## config.mk

```make
export PLATFORM = sky130hd
export DESIGN_NAME = sbox_sched
export DESIGN_NICKNAME = d
export VERILOG_FILES = /design/src/rtl/sbox_sched_pkg.sv /design/src/rtl/sbox_sched_arb.sv /design/src/rtl/sbox_sched.sv
export SDC_FILE = /design/constraint.sdc
export NUM_CORES = 1
export LEC_CHECK = 0
export CAP_MARGIN = 30
export CORE_UTILIZATION = 55
export CTS_BUF_LIST = sky130_fd_sc_hd__clkbuf_8
export DETAILED_ROUTE_END_ITERATION = 16
export DONT_BUFFER_PORTS = 1
export GPL_ROUTABILITY_DRIVEN = 0
export HOLD_SLACK_MARGIN = 0.02
export PLACE_DENSITY = 0.79
export SYNTH_ARGS = -nofsm -noshare
export SYNTH_HDL_FRONTEND = slang
export SYNTH_SLANG_ARGS = --single-unit
export TNS_END_PERCENT = 10
```

## constraint.sdc

```tcl
create_clock -name clk -period 2.9 [get_ports clk]
set_input_delay 0.435 -clock clk [delete_from_list [all_inputs] [get_ports clk]]
set_output_delay 0.435 -clock clk [all_outputs]
set_load 0.01 [all_outputs]
```

## src/rtl/sbox_sched_pkg.sv

```systemverilog
// rtl/sbox_sched_pkg.sv - shared types and constants for the S-box scheduler
// Purpose: FSM state encoding, job sizes in bytes, and job-owner encoding.
// Ports:   none (package).
package sbox_sched_pkg;

  typedef enum logic [1:0] {
    ST_IDLE = 2'd0,
    ST_RUN  = 2'd1,
    ST_ACK  = 2'd2
  } state_t;

  localparam int KEY_BYTES  = 4;
  localparam int DATA_BYTES = 16;

  typedef enum logic {
    OWN_KEY  = 1'b0,
    OWN_DATA = 1'b1
  } owner_t;

endpackage

```

## src/rtl/sbox_sched_arb.sv

```systemverilog
// rtl/sbox_sched_arb.sv - two-requester arbiter with last-served tie-break
// Purpose: choose key or data requester; on a tie grant the one not served
//          last. After reset the last-served pointer names data, so key wins.
// Ports:   clk, reset_n     - clock, async active-low reset
//          key_req,data_req - pending requests
//          grant_en         - a grant is taken this cycle (updates pointer)
//          grant_data       - 1 = data requester granted, 0 = key
import sbox_sched_pkg::*;

module sbox_sched_arb (
  input  logic clk,
  input  logic reset_n,
  input  logic key_req,
  input  logic data_req,
  input  logic grant_en,
  output logic grant_data
);

  owner_t last_q;
  owner_t grant;

  always_comb begin
    grant = OWN_KEY;
    if (key_req && data_req) begin
      grant = (last_q == OWN_KEY) ? OWN_DATA : OWN_KEY;
    end else if (data_req) begin
      grant = OWN_DATA;
    end
  end

  always_ff @(posedge clk or negedge reset_n) begin
    if (!reset_n) begin
      last_q <= OWN_DATA;
    end else if (grant_en) begin
      last_q <= grant;
    end
  end

  assign grant_data = (grant == OWN_DATA);

endmodule

```

## src/rtl/sbox_sched.sv

```systemverilog
// rtl/sbox_sched.sv - time-shares one external S-box between key and data jobs
// Purpose: FSM IDLE -> RUN -> ACK -> IDLE. A key job substitutes 4 bytes
//          (forward S-box), a data job 16 bytes (forward or inverse), one byte
//          per RUN cycle, then pulses the owner's ack for one cycle.
//          Optional macro SBOX_SCHED_PIPE_EN registers sbox_out and captures it
//          one cycle late, adding one RUN cycle per job.
// Ports:   clk, reset_n                     - clock, async active-low reset
//          key_req/key_word/key_ack/key_result       - key requester
//          data_req/data_encrypt/data_block/data_ack/data_result - data requester
//          sbox_in, sbox_encrypt, sbox_out  - external combined S-box
//          busy                             - high whenever not IDLE
import sbox_sched_pkg::*;

module sbox_sched (
  input  logic         clk,
  input  logic         reset_n,
  input  logic         key_req,
  input  logic [31:0]  key_word,
  output logic         key_ack,
  output logic [31:0]  key_result,
  input  logic         data_req,
  input  logic         data_encrypt,
  input  logic [127:0] data_block,
  output logic         data_ack,
  output logic [127:0] data_result,
  output logic [7:0]   sbox_in,
  output logic         sbox_encrypt,
  input  logic [7:0]   sbox_out,
  output logic         busy
);

  state_t       state_q, state_d;
  owner_t       owner_q;
  logic [3:0]   cnt_q;
  logic [31:0]  key_op_q;
  logic [127:0] data_op_q;
  logic         enc_q;
  logic         grant_en;
  logic         grant_data;
  logic [3:0]   last_idx;
  logic         run_done;
  logic         cap_vld;
  logic [3:0]   cap_idx;
  logic [7:0]   cap_byte;

  sbox_sched_arb u_arb (
    .clk        (clk),
    .reset_n    (reset_n),
    .key_req    (key_req),
    .data_req   (data_req),
    .grant_en   (grant_en),
    .grant_data (grant_data)
  );

  assign last_idx = (owner_q == OWN_DATA) ? 4'(DATA_BYTES - 1) : 4'(KEY_BYTES - 1);

`ifdef SBOX_SCHED_PIPE_EN
  // Byte i is driven in RUN cycle i and written one cycle later; drain_q
  // marks the extra RUN cycle in which only the last byte is written.
  logic       drain_q;
  logic       pipe_vld_q;
  logic [3:0] pipe_idx_q;
  logic [7:0] pipe_q;

  always_ff @(posedge clk or negedge reset_n) begin
    if (!reset_n) begin
      drain_q    <= 1'b0;
      pipe_vld_q <= 1'b0;
      pipe_idx_q <= 4'd0;
      pipe_q     <= 8'h00;
    end else if (state_q == ST_RUN) begin
      pipe_q     <= sbox_out;
      pipe_idx_q <= cnt_q;
      pipe_vld_q <= !drain_q;
      if (cnt_q == last_idx) drain_q <= 1'b1;
    end else begin
      drain_q    <= 1'b0;
      pipe_vld_q <= 1'b0;
    end
  end

  assign run_done = drain_q;
  assign cap_vld  = (state_q == ST_RUN) && pipe_vld_q;
  assign cap_idx  = pipe_idx_q;
  assign cap_byte = pipe_q;
`else
  assign run_done = (cnt_q == last_idx);
  assign cap_vld  = (state_q == ST_RUN);
  assign cap_idx  = cnt_q;
  assign cap_byte = sbox_out;
`endif

  always_ff @(posedge clk or negedge reset_n) begin
    if (!reset_n) state_q <= ST_IDLE;
    else          state_q <= state_d;
  end

  // ACK always returns to IDLE so a waiting requester is arbitrated fresh.
  always_comb begin
    state_d  = state_q;
    grant_en = 1'b0;
    case (state_q)
      ST_IDLE: begin
        if (key_req || data_req) begin
          grant_en = 1'b1;
          state_d  = ST_RUN;
        end
      end
      ST_RUN:  if (run_done) state_d = ST_ACK;
      ST_ACK:  state_d = ST_IDLE;
      default: state_d = ST_IDLE;
    endcase
  end

  always_ff @(posedge clk or negedge reset_n) begin
    if (!reset_n) begin
      owner_q     <= OWN_KEY;
      cnt_q       <= 4'd0;
      key_op_q    <= 32'h0;
      data_op_q   <= 128'h0;
      enc_q       <= 1'b1;
      key_result  <= 32'h0;
      data_result <= 128'h0;
    end else begin
      if (grant_en) begin
        owner_q <= grant_data ? OWN_DATA : OWN_KEY;
        cnt_q   <= 4'd0;
        if (grant_data) begin
          data_op_q <= data_block;
          enc_q     <= data_encrypt;
        end else begin
          key_op_q <= key_word;
          enc_q    <= 1'b1;
        end
      end
      // Counter saturates on the last byte; no wrap-around.
      if (state_q == ST_RUN && cnt_q != last_idx) cnt_q <= cnt_q + 4'd1;
      if (cap_vld) begin
        if (owner_q == OWN_DATA) data_result[{cap_idx, 3'b000} +: 8] <= cap_byte;
        else                     key_result[{cap_idx[1:0], 3'b000} +: 8] <= cap_byte;
      end
    end
  end

  always_comb begin
    sbox_in = 8'h00;
    if (state_q == ST_RUN) begin
      if (owner_q == OWN_DATA) sbox_in = data_op_q[{cnt_q, 3'b000} +: 8];
      else                     sbox_in = key_op_q[{cnt_q[1:0], 3'b000} +: 8];
    end
  end

  assign sbox_encrypt = (state_q == ST_IDLE) ? 1'b1 : enc_q;
  assign busy         = (state_q != ST_IDLE);
  assign key_ack      = (state_q == ST_ACK) && (owner_q == OWN_KEY);
  assign data_ack     = (state_q == ST_ACK) && (owner_q == OWN_DATA);

endmodule
```

# After elaboration in Yosys (flattened, before gate mapping)
# Index checks and enable logic that the tools add are counted.
# W data, S select, Z words.
dict set report op_classes {
  addsub 3
  eq_ne 6
  shifts 6
  n_mux 18
  bitwise_logic 2
  reduce_logical 13
}
# cell n
set op_table {}
lappend op_table {{$bwmux W128} 1}
lappend op_table {{$shift A8 B9 Y128 const A} 1}
lappend op_table {{$shiftx A128 B8 Y8} 1}
lappend op_table {{$shiftx A8 B9 Y128} 1}
lappend op_table {{$bwmux W32} 1}
lappend op_table {{$shift A8 B7 Y32 const A} 1}
lappend op_table {{$shiftx A32 B6 Y8} 1}
lappend op_table {{$shiftx A8 B7 Y32} 1}
lappend op_table {{$mux W8} 2}
lappend op_table {{$mux W4} 3}
lappend op_table {{$reduce_and A2 Y1} 5}
lappend op_table {{$neg A7 Y9} 1}
lappend op_table {{$mux W1} 8}
lappend op_table {{$neg A5 Y7} 1}
lappend op_table {{$add A4 B1 Y4 const B} 1}
lappend op_table {{$eq A4 B4 Y1} 1}
lappend op_table {{$logic_and A1 B1 Y1} 4}
lappend op_table {{$mux W2} 2}
lappend op_table {{$ne A2 B2 Y1 const B} 2}
lappend op_table {{$ne A4 B4 Y1} 1}
lappend op_table {{$pmux W2 S2} 1}
lappend op_table {{$reduce_bool A2 Y1} 2}
lappend op_table {{$eq A2 B1 Y1 const B} 1}
lappend op_table {{$eq A2 B2 Y1 const B} 1}
lappend op_table {{3 further kinds} 4}
dict set report word_totals {
  register_bits 329
  in_bits 173
  output_inout_bits 172
  elab_cells 57
}

# Longest topological paths before layout
# Gate-level depths: netlist (run 1).
dict set report depth {
  depth_word 5
  depth_mapped 11
}

# Hierarchy
# A second synthesis (run 1) with hierarchy kept.
dict set report hier_totals {
  cells_unflattened 971
  area_unflattened_um2 14722.9
}
# module instances cells_per_inst area_each_um2 seq_area_each_um2
set by_module_without_submodules {}
lappend by_module_without_submodules {sbox_sched 1 968 14670.3 8209.1}
lappend by_module_without_submodules {sbox_sched_arb 1 3 52.6 26.3}

# Least setup slack after synthesis (run 1)
# Ideal clock, no wire load.
dict set report synth_timing {
  path_kind {reg2reg}
  start {reg cnt_q[1] (netlist: cap_idx[1])}
  end {reg data_result[24]}
  arrival_ns 2.555
  required_time_ns 2.775
  setup_slack_ns 0.221
  stages_incl_launch_ff 10
  n_path_buf 4
  cell_sequence {dfrtp_1 > buf_4 > buf_4 > buf_2 > inv_1 > ha_1 > buf_2 > o41a_4 > nor2_8 > mux2_2}
}
dict set report synth_via {
  elab_chain_cells 3
  elab_cells_between_ends 4
}
# item line_no
set synth_rtl {}
lappend synth_rtl {{from (decl)} sbox_sched.sv:34} ;# logic [3:0] cnt_q;
lappend synth_rtl {{from (signal assigned)} sbox_sched.sv:137} ;# if (state_q == ST_RUN && cnt_q != last_idx) cnt_q <= cnt_q + 4'd1;
lappend synth_rtl {{$neg A7 Y9 (*)} sbox_sched.sv:139} ;# if (owner_q == OWN_DATA) data_result[{cap_idx, 3'b000} +: 8] <= cap_byte;
lappend synth_rtl {{$shiftx A8 B9 Y128 / $shift A8 B9 Y128 (equally long branches)} sbox_sched.sv:139}
lappend synth_rtl {{$bwmux W128 (*)} sbox_sched.sv:139}
lappend synth_rtl {{to (signal, indexed assignment)} sbox_sched.sv:139}
lappend synth_rtl {{to (decl)} sbox_sched.sv:25} ;# output logic [127:0] data_result,
# Mark *: on every way between the ends. The rest lies on a longest branch, timed or not.
# A chain may end at the register's enable or synchronous reset.

# Worst setup path after layout (run 1)
dict set report layout_timing {
  start {reg cnt_q[1] (netlist: cap_idx[1])}
  end {out sbox_in[4]}
}
dict set report layout_via {
  elab_chain_cells 3
  elab_cells_between_ends 4
}
# item line_no
set layout_rtl {}
lappend layout_rtl {{$shiftx A128 B8 Y8 / $shiftx A32 B6 Y8 (equally long branches)} {sbox_sched.sv:148, sbox_sched.sv:149}}
lappend layout_rtl {{$mux W8 (*)} sbox_sched.sv:148} ;# if (owner_q == OWN_DATA) sbox_in = data_op_q[{cnt_q, 3'b000} +: 8];
lappend layout_rtl {{$mux W8 (*)} sbox_sched.sv:147} ;# if (state_q == ST_RUN) begin
lappend layout_rtl {{to (decl)} sbox_sched.sv:26} ;# output logic [7:0] sbox_in,
# Marked as above.

==> metrics.md, run 1 <==
| Metric | Value |
|---|---|
| Outcome | `finished, violations left` |
| Failing checks | `negative hold slack, negative setup slack` |
| CP Class | `flip-flop to output port` |
| Vias in the first global route | `10,100` |
| Share of the synthesized area in the top cell type | `57.5%` |
| Simple-Gate Fraction of Synth Area | `5.99%` |
| CTS max path bufs | `3` |
| Final Critical Period | `2.97 ns` |
| Wire per inst | `24.7 um` |
| CP peak stage delay | `0.52 ns` |
| CP Buf/Inv Count | `2` |
| Clk sinks | `329` |
| Pwr/cell area | `1110 nW/um^2` |
| Psw | `0.00690 W` |
| Placed wire-length estimate | `23.4 mm` |
| Unrepaired setup endpoints after global routing | `yes` |
| Comb pwr share | `36.0%` |
| CTS Buf Count | `52` |
| Grt total ovfl | `0` |
| Total power | `0.0194 W` |
| Final hold violation count | `329` |
| Switching Share | `35.6%` |
| Critical path arrival | `2.53 ns` |
| Clk pin slew, worst setup/hold paths | `0.07 ns` |
| Starting Density | `56.2%` |
| Rel. slew slack | `42.7%` |
| Largest net degree at the start of global routing | `330` |
| Max Freq | `337 MHz` |
| Antenna Nets Post-Route | `0` |
| Hold WS | `-0.450 ns` |
| Initial antenna violation count | `3` |
| Die X | `163 um` |
| Seq/Total Area, Yosys | `57.8%` |
| YS warnings | `0` |
| # Max-Cap Violations | `0` |
| Worst Hold Class | `primary input to async pin` |
| Synth Area in XOR/XNOR | `0%` |
| Crit path cell chain | `buf_12 > mux4_2 > mux2_4 > a22oi_2 > o21ai_1 > buf_4` |
| Drt drc | `0` |
| Rows | `58` |
| Cell Int Power | `0.0125 W` |
| # nets final | `1,343` |
| Routed wire length | `38.0 mm` |
| Clock Power Share | `20.1%` |
| Multiplexer share of the synthesized area | `30.3%` |
| Avg Inst Size Synth | `14.7 um^2` |
| Skew final | `0.0178 ns` |
| Filler Cells Inserted | `1,626` |
| VDD IR max | `0.685 mV` |
| Total GRT Usage | `28.8%` |
| Post-Layout Cell Count | `1,540` |
| Period utilization | `102%` |
| # placed instances | `1,266` |
| Dpl ws | `0.401 ns` |
| #FFs+latches synth | `329` |
| Main synth FF type | `dfrtp_1` |
| DRT Pass-1 Iters | `4` |
| Fraction of registers with async set/reset | `100%` |
| Flop pwr share | `43.9%` |
| PortBufs | `0` |
| Post-synthesis compound-gate area fraction | `3.26%` |
| CP startpoint kind | `flip-flop` |
| Final setup margin | `-0.0687 ns` |
| Largest family of logic cells by synthesized area | `multiplexers` |
| Ports | `345` |
| CTS tree | `done` |
| Slowest CP cell | `mux4_2` |
| Mapped Cells | `971` |
| Via count | `8,942` |
| Layout cells sized above 1 | `38.9%` |
| CP delay by family, top | `multiplexers` |
| CTS HTree Levels | `2` |
| Synth area leaders | `dfrtp_1 (57%), mux2_2 (23%), mux4_2 (6.0%)` |
| Fin Setup TNS | `-0.128 ns` |
| Netlist cell types | `51` |
| Detailed-route vias per instance | `5.81` |
| Crit-path max FO | `6` |
| Slew Viols, Final | `0` |
| Core area | `25,300 um^2` |
| Later-pin clock latency in the skew report | `0.57 ns` |
| Critical Path End Type | `output port` |
| Synthesized area | `14,200 um^2` |
| Least-Margin Pin Slew | `0.853 ns` |
| First-pass GRT wire length | `57.4 mm` |
| Die Area | `26,500 um^2` |
| DR iter-0 viols | `582` |
| Cell taking the most area after synthesis | `dfrtp_1` |
| Final Setup Violations | `4` |
| EDFF count, synth | `0` |
| Req. time, crit path | `2.47 ns` |
| Die height | `163 um` |
| Root Buffer | `clkbuf_8` |
| Static Leak | `7.98 nW` |
| Mapped Nets | `1,150` |
| Adder-Cell Fraction of Synth Area | `0.527%` |
| Synthesis-to-layout area growth | `23.0%` |
-- sequential cells by signal, summed over array words and instances (netlist names) --
| register | count |
|---|---|
| enc_q | 1 |
| u_arb.last_q | 1 |
| key_result | 32 |
| cap_idx | 4 |
| data_op_q | 128 |
| state_q | 2 |
| key_op_q | 32 |
| owner_q | 1 |
| data_result | 128 |
-- timing repair --
action                                  in CTS  in global routing
buffers inserted                             4                  0
pin swaps                                    1                  4
gates resized for setup                     20                 10
hold endpoints to repair                   544                330
endpoints found under the setup margin       8                  8
hold buffers                               168                  1
cloned                                       2                  0
-- per-layer routing --
layer / global-route usage [%] / part of all wire (%) / wire length (um)
met5: 0 / 0 / 0
met4: 12.7 / 3.4 / 1280
met3: 8.30 / 8.6 / 3250
met2: 51.0 / 52 / 19900
met1: 32.1 / 36 / 13600
-- worst paths after layout --
kind | start | to | slack (ns) | depth (start not counted)
hold reg to reg | u_arb.last_q | u_arb.last_q | 0.50 | 2
min in group clk | data_req | u_arb.last_q | 0.13 | 2
max in group asynchronous | reset_n | data_op_q[46] | 2.93 | 0
setup / recovery | cap_idx[1] | sbox_in[4] | -0.07 | 6
setup reg to reg | cap_idx[1] | data_result[99] | 0.35 | 7
hold / removal | reset_n | data_result[24] | -0.45 | 0
-- final cells by class --
type | instances | area [um^2] | area share [%]
Clock buffer | 63 | 867 | 4.95
Clock inverter | 34 | 181 | 1.04
Inverter | 7 | 26.3 | 0.150
Antenna cell | 3 | 7.51 | 0.0429
Timing Repair Buffer | 195 | 1990 | 11.4
Multi-Input combinational cell | 579 | 5790 | 33.0
Tap cell | 330 | 413 | 2.36
Sequential cell | 329 | 8240 | 47.0
-- power by group through the flow --
stage / combinational, W / clock [W] / sequential, W
finish: 0.00699 / 0.00389 / 0.00852
global route: 0.00751 / 0.00416 / 0.00874
CTS: 0.00695 / 0.00394 / 0.00844
detailed placement: 0.00636 / 0 / 0.00850
global placement: 0.00616 / 0 / 0.00837
floorplan: 0.00502 / 0 / 0.00790
-- metrics by stage --
| stage | area (um^2) | util, % |
|---|---|---|
| finish | 17500 | 69.2 |
| CTS | 17500 | 69.1 |
| detailed placement | 14600 | 57.7 |
| global placement | 14600 | 57.7 |
| global route | 17500 | 69.2 |
| floorplan | 14200 | - |
-- placed cells by master, fill, tap and decap left out, types with 8 or more instances in the layout --
master / n
dfrtp_1: 325
mux2_2: 289
dlygate4sd3_1: 169
nand2_1: 75
clkbuf_8: 63
mux4_2: 38
inv_1: 30
o21ai_0: 28
and3_1: 17
buf_4: 15
nand2b_1: 12
mux2i_1: 11
and2_1: 9
o31ai_1: 9
nor2_1: 8
buf_12: 8
-- cell families (layout without fill, tap and decap cells) --
| logic type | after synthesis | count (layout) |
|---|---|---|
| other | 0 | 3 |
| AOI/OAI and AO/OA | 70 | 70 |
| DFF | 329 | 329 |
| and+or+nand+nor | 157 | 157 |
| adders and majority gates | 6 | 6 |
| buffers and inverters | 63 | 299 |
| muxes | 346 | 346 |
-- cells in the mapped netlist, types with 3 or more instances --
cell / number
dfrtp_1: 327
mux2_2: 295
nand2_1: 75
mux4_2: 38
o21ai_0: 35
buf_2: 20
and3_1: 17
clkbuf_1: 17
nand2b_1: 12
mux2i_1: 11
and2_1: 10
buf_1: 9
o31ai_1: 9
nor2_1: 8
a22oi_1: 7
buf_4: 7
inv_1: 7
ha_1: 6
nand3_1: 6
a21oi_1: 4
nor2_2: 4
nor2_8: 4
nor3_1: 4
a21oi_2: 3
nand3_2: 3
nor3b_1: 3
Note: power is estimated with default switching activity, not from simulation.
==> run 2: changes to the inputs <==
CELL_PAD_IN_SITES_DETAIL_PLACEMENT = 2   (was unset)
CELL_PAD_IN_SITES_GLOBAL_PLACEMENT = 2   (was unset)
CORE_UTILIZATION = 41   (was 55)
PLACE_DENSITY = 0.85   (was 0.79)
==> run 2 against run 1 <==
Compared with the run above:
- the run still ends with negative hold slack, negative setup slack left
- worst hold slack worse by 0.042 ns
- die area is 34% higher
- maximum frequency hardly changed
- global-route usage is 0.35 points higher
- combinational power is 8.6% higher
- worst setup slack worse by 0.0019 ns
==> metrics.md, run 2 (synthesis results as in run 1) <==
| Metric | Value |
|---|---|
| Rows | `67` |
| Unrepaired setup endpoints after global routing | `yes` |
| Least-Margin Pin Slew | `1.04 ns` |
| Placed wire-length estimate | `28.1 mm` |
| # Max-Cap Violations | `0` |
| Starting Density | `42.1%` |
| CTS Buf Count | `57` |
| Later-pin clock latency in the skew report | `0.63 ns` |
| Die height | `188 um` |
| Skew final | `0.0285 ns` |
| Crit-path max FO | `7` |
| Static Leak | `8.07 nW` |
| DR iter-0 viols | `309` |
| Critical path arrival | `2.54 ns` |
| First-pass GRT wire length | `75.9 mm` |
| Final Setup Violations | `7` |
| CP startpoint kind | `flip-flop` |
| # nets final | `1,352` |
| Failing checks | `negative hold slack, negative setup slack` |
| Rel. slew slack | `30.3%` |
| CTS max path bufs | `3` |
| CP Class | `flip-flop to output port` |
| Pwr/cell area | `1170 nW/um^2` |
| Period utilization | `102%` |
| Vias in the first global route | `11,100` |
| Total GRT Usage | `29.2%` |
| Root Buffer | `clkbuf_8` |
| Drt drc | `0` |
| Hold WS | `-0.492 ns` |
| DP Area | `14,800 um^2` |
| Critical Path End Type | `output port` |
| Leading registers by flop count | `data_op_q: 128 flops, data_result: 128 flops` |
| Final setup margin | `-0.0705 ns` |
| Req. time, crit path | `2.47 ns` |
| PortBufs | `0` |
| VDD IR max | `0.653 mV` |
| DRT Pass-1 Iters | `4` |
| Flop pwr share | `41.8%` |
| Slew Viols, Final | `0` |
| Routed wire length | `50.6 mm` |
| Clk sinks | `329` |
| Commonest non-fill, non-tap cell in the layout | `dfrtp_1` |
| Die X | `188 um` |
| Outcome | `finished, violations left` |
| Via count | `9,152` |
| Synthesis-to-layout area growth | `25.6%` |
| Wire per inst | `30.4 um` |
| Comb pwr share | `36.2%` |
| Final Critical Period | `2.97 ns` |
| Initial antenna violation count | `5` |
| Cell area after layout | `17,900 um^2` |
| Antenna Nets Post-Route | `0` |
| Ports | `345` |
| Grt total ovfl | `0` |
| Clk pin slew, worst setup/hold paths | `0.06 ns` |
| CTS HTree Levels | `2` |
| Psw | `0.00791 W` |
| Hold-fix buffers at CTS | `170` |
| Worst Hold Class | `primary input to async pin` |
| Largest net degree at the start of global routing | `330` |
| Switching Share | `37.7%` |
| Max Freq | `337 MHz` |
| Die Area | `35,500 um^2` |
| Cell Int Power | `0.0131 W` |
| Layout cells sized above 1 | `40.5%` |
| Final hold violation count | `329` |
| Clock Power Share | `22.1%` |
| R2R setup slack | `0.21 ns` |
| Detailed-route vias per instance | `5.49` |
| Core area | `33,900 um^2` |
| Fin Setup TNS | `-0.294 ns` |
| CTS tree | `done` |
| Commonest cells after routing, fill and taps aside | `dfrtp_1 (325), mux2_2 (289), dlygate4sd3_1 (170)` |
[run 2: cell types whose count changed in the layout (fill, tap and decap cells not counted), moves of 2 or more]
| cell | change |
|---|---|
| inv_1 | -14 |
| buf_12 | -5 |
| buf_4 | +6 |
| bufbuf_16 | +2 |
| clkinv_2 | +2 |
| clkbuf_8 | +15 |
| diode_2 | +3 |
[run 2: final cells by class]
| type | count | area [um^2] |
|---|---|---|
| fillers | 3020 | 16000 |
| flip-flops and latches | 329 | 8240 |
| multi-input cells | 579 | 5790 |
| repair buffers | 199 | 2020 |
| clock buffers | 78 | 1070 |
| well taps | 448 | 561 |
| clock inverters | 22 | 154 |
| inverters | 7 | 30.0 |
| diodes | 6 | 15.0 |
[run 2: layer usage]
layer	global-route usage, %	part of all wire, %
met1	30.2	35
met2	53.5	54
met3	8.81	7.2
met4	13.8	4.5
met5	0	0
[run 2: timing repair]
item,4_1_cts,5_1_grt
hold endpoints to repair,546,329
pin swaps,4,2
buffers inserted,4,0
gates cloned,2,0
gates resized for setup,19,12
endpoints found under the setup margin,8,8
[run 2: per-stage QoR]
stage	utilization (%)	hold slack, ns	setup slack [ns]	power (W)	cells
6_report	52.8	-0.492	-0.0705	0.0210	1668
5_1_grt	52.8	-0.524	-0.166	0.0220	1668
4_1_cts	52.7	-0.553	-0.148	0.0206	1662
3_5_place_dp	43.6	0.147	0.305	0.0153	1386
3_3_place_gp	43.6	0.145	0.362	0.0147	1386
2_1_floorplan	-	0.139	0.221	0.0129	971
[run 2: worst paths after layout]
kind,start,endpoint,cells after the start
max,cap_idx[1],sbox_in[0],6
min,reset_n,data_result[91],0
max reg2reg,cap_idx[1],data_result[83],7
min reg2reg,u_arb.last_q,u_arb.last_q,2
max in group asynchronous,reset_n,data_op_q[23],0
min in group clk,sbox_out[2],data_result[114],2
[run 2: worst max-delay path, cell delays in order (launching register included)]
cell and delay (ns):
dfrtp_2 0.41, buf_8 0.16, mux4_2 0.54, mux2_4 0.30
a22oi_2 0.25, o21ai_2 0.12, buf_6 0.15
[run 2: power groups by stage]
stage	registers, W	logic, W	clock network (W)
detailed placement	0.00861	0.00665	0
floorplan	0.00790	0.00502	0
CTS	0.00859	0.00734	0.00464
global placement	0.00840	0.00630	0
finish	0.00877	0.00759	0.00463
global route	0.00898	0.00811	0.00490
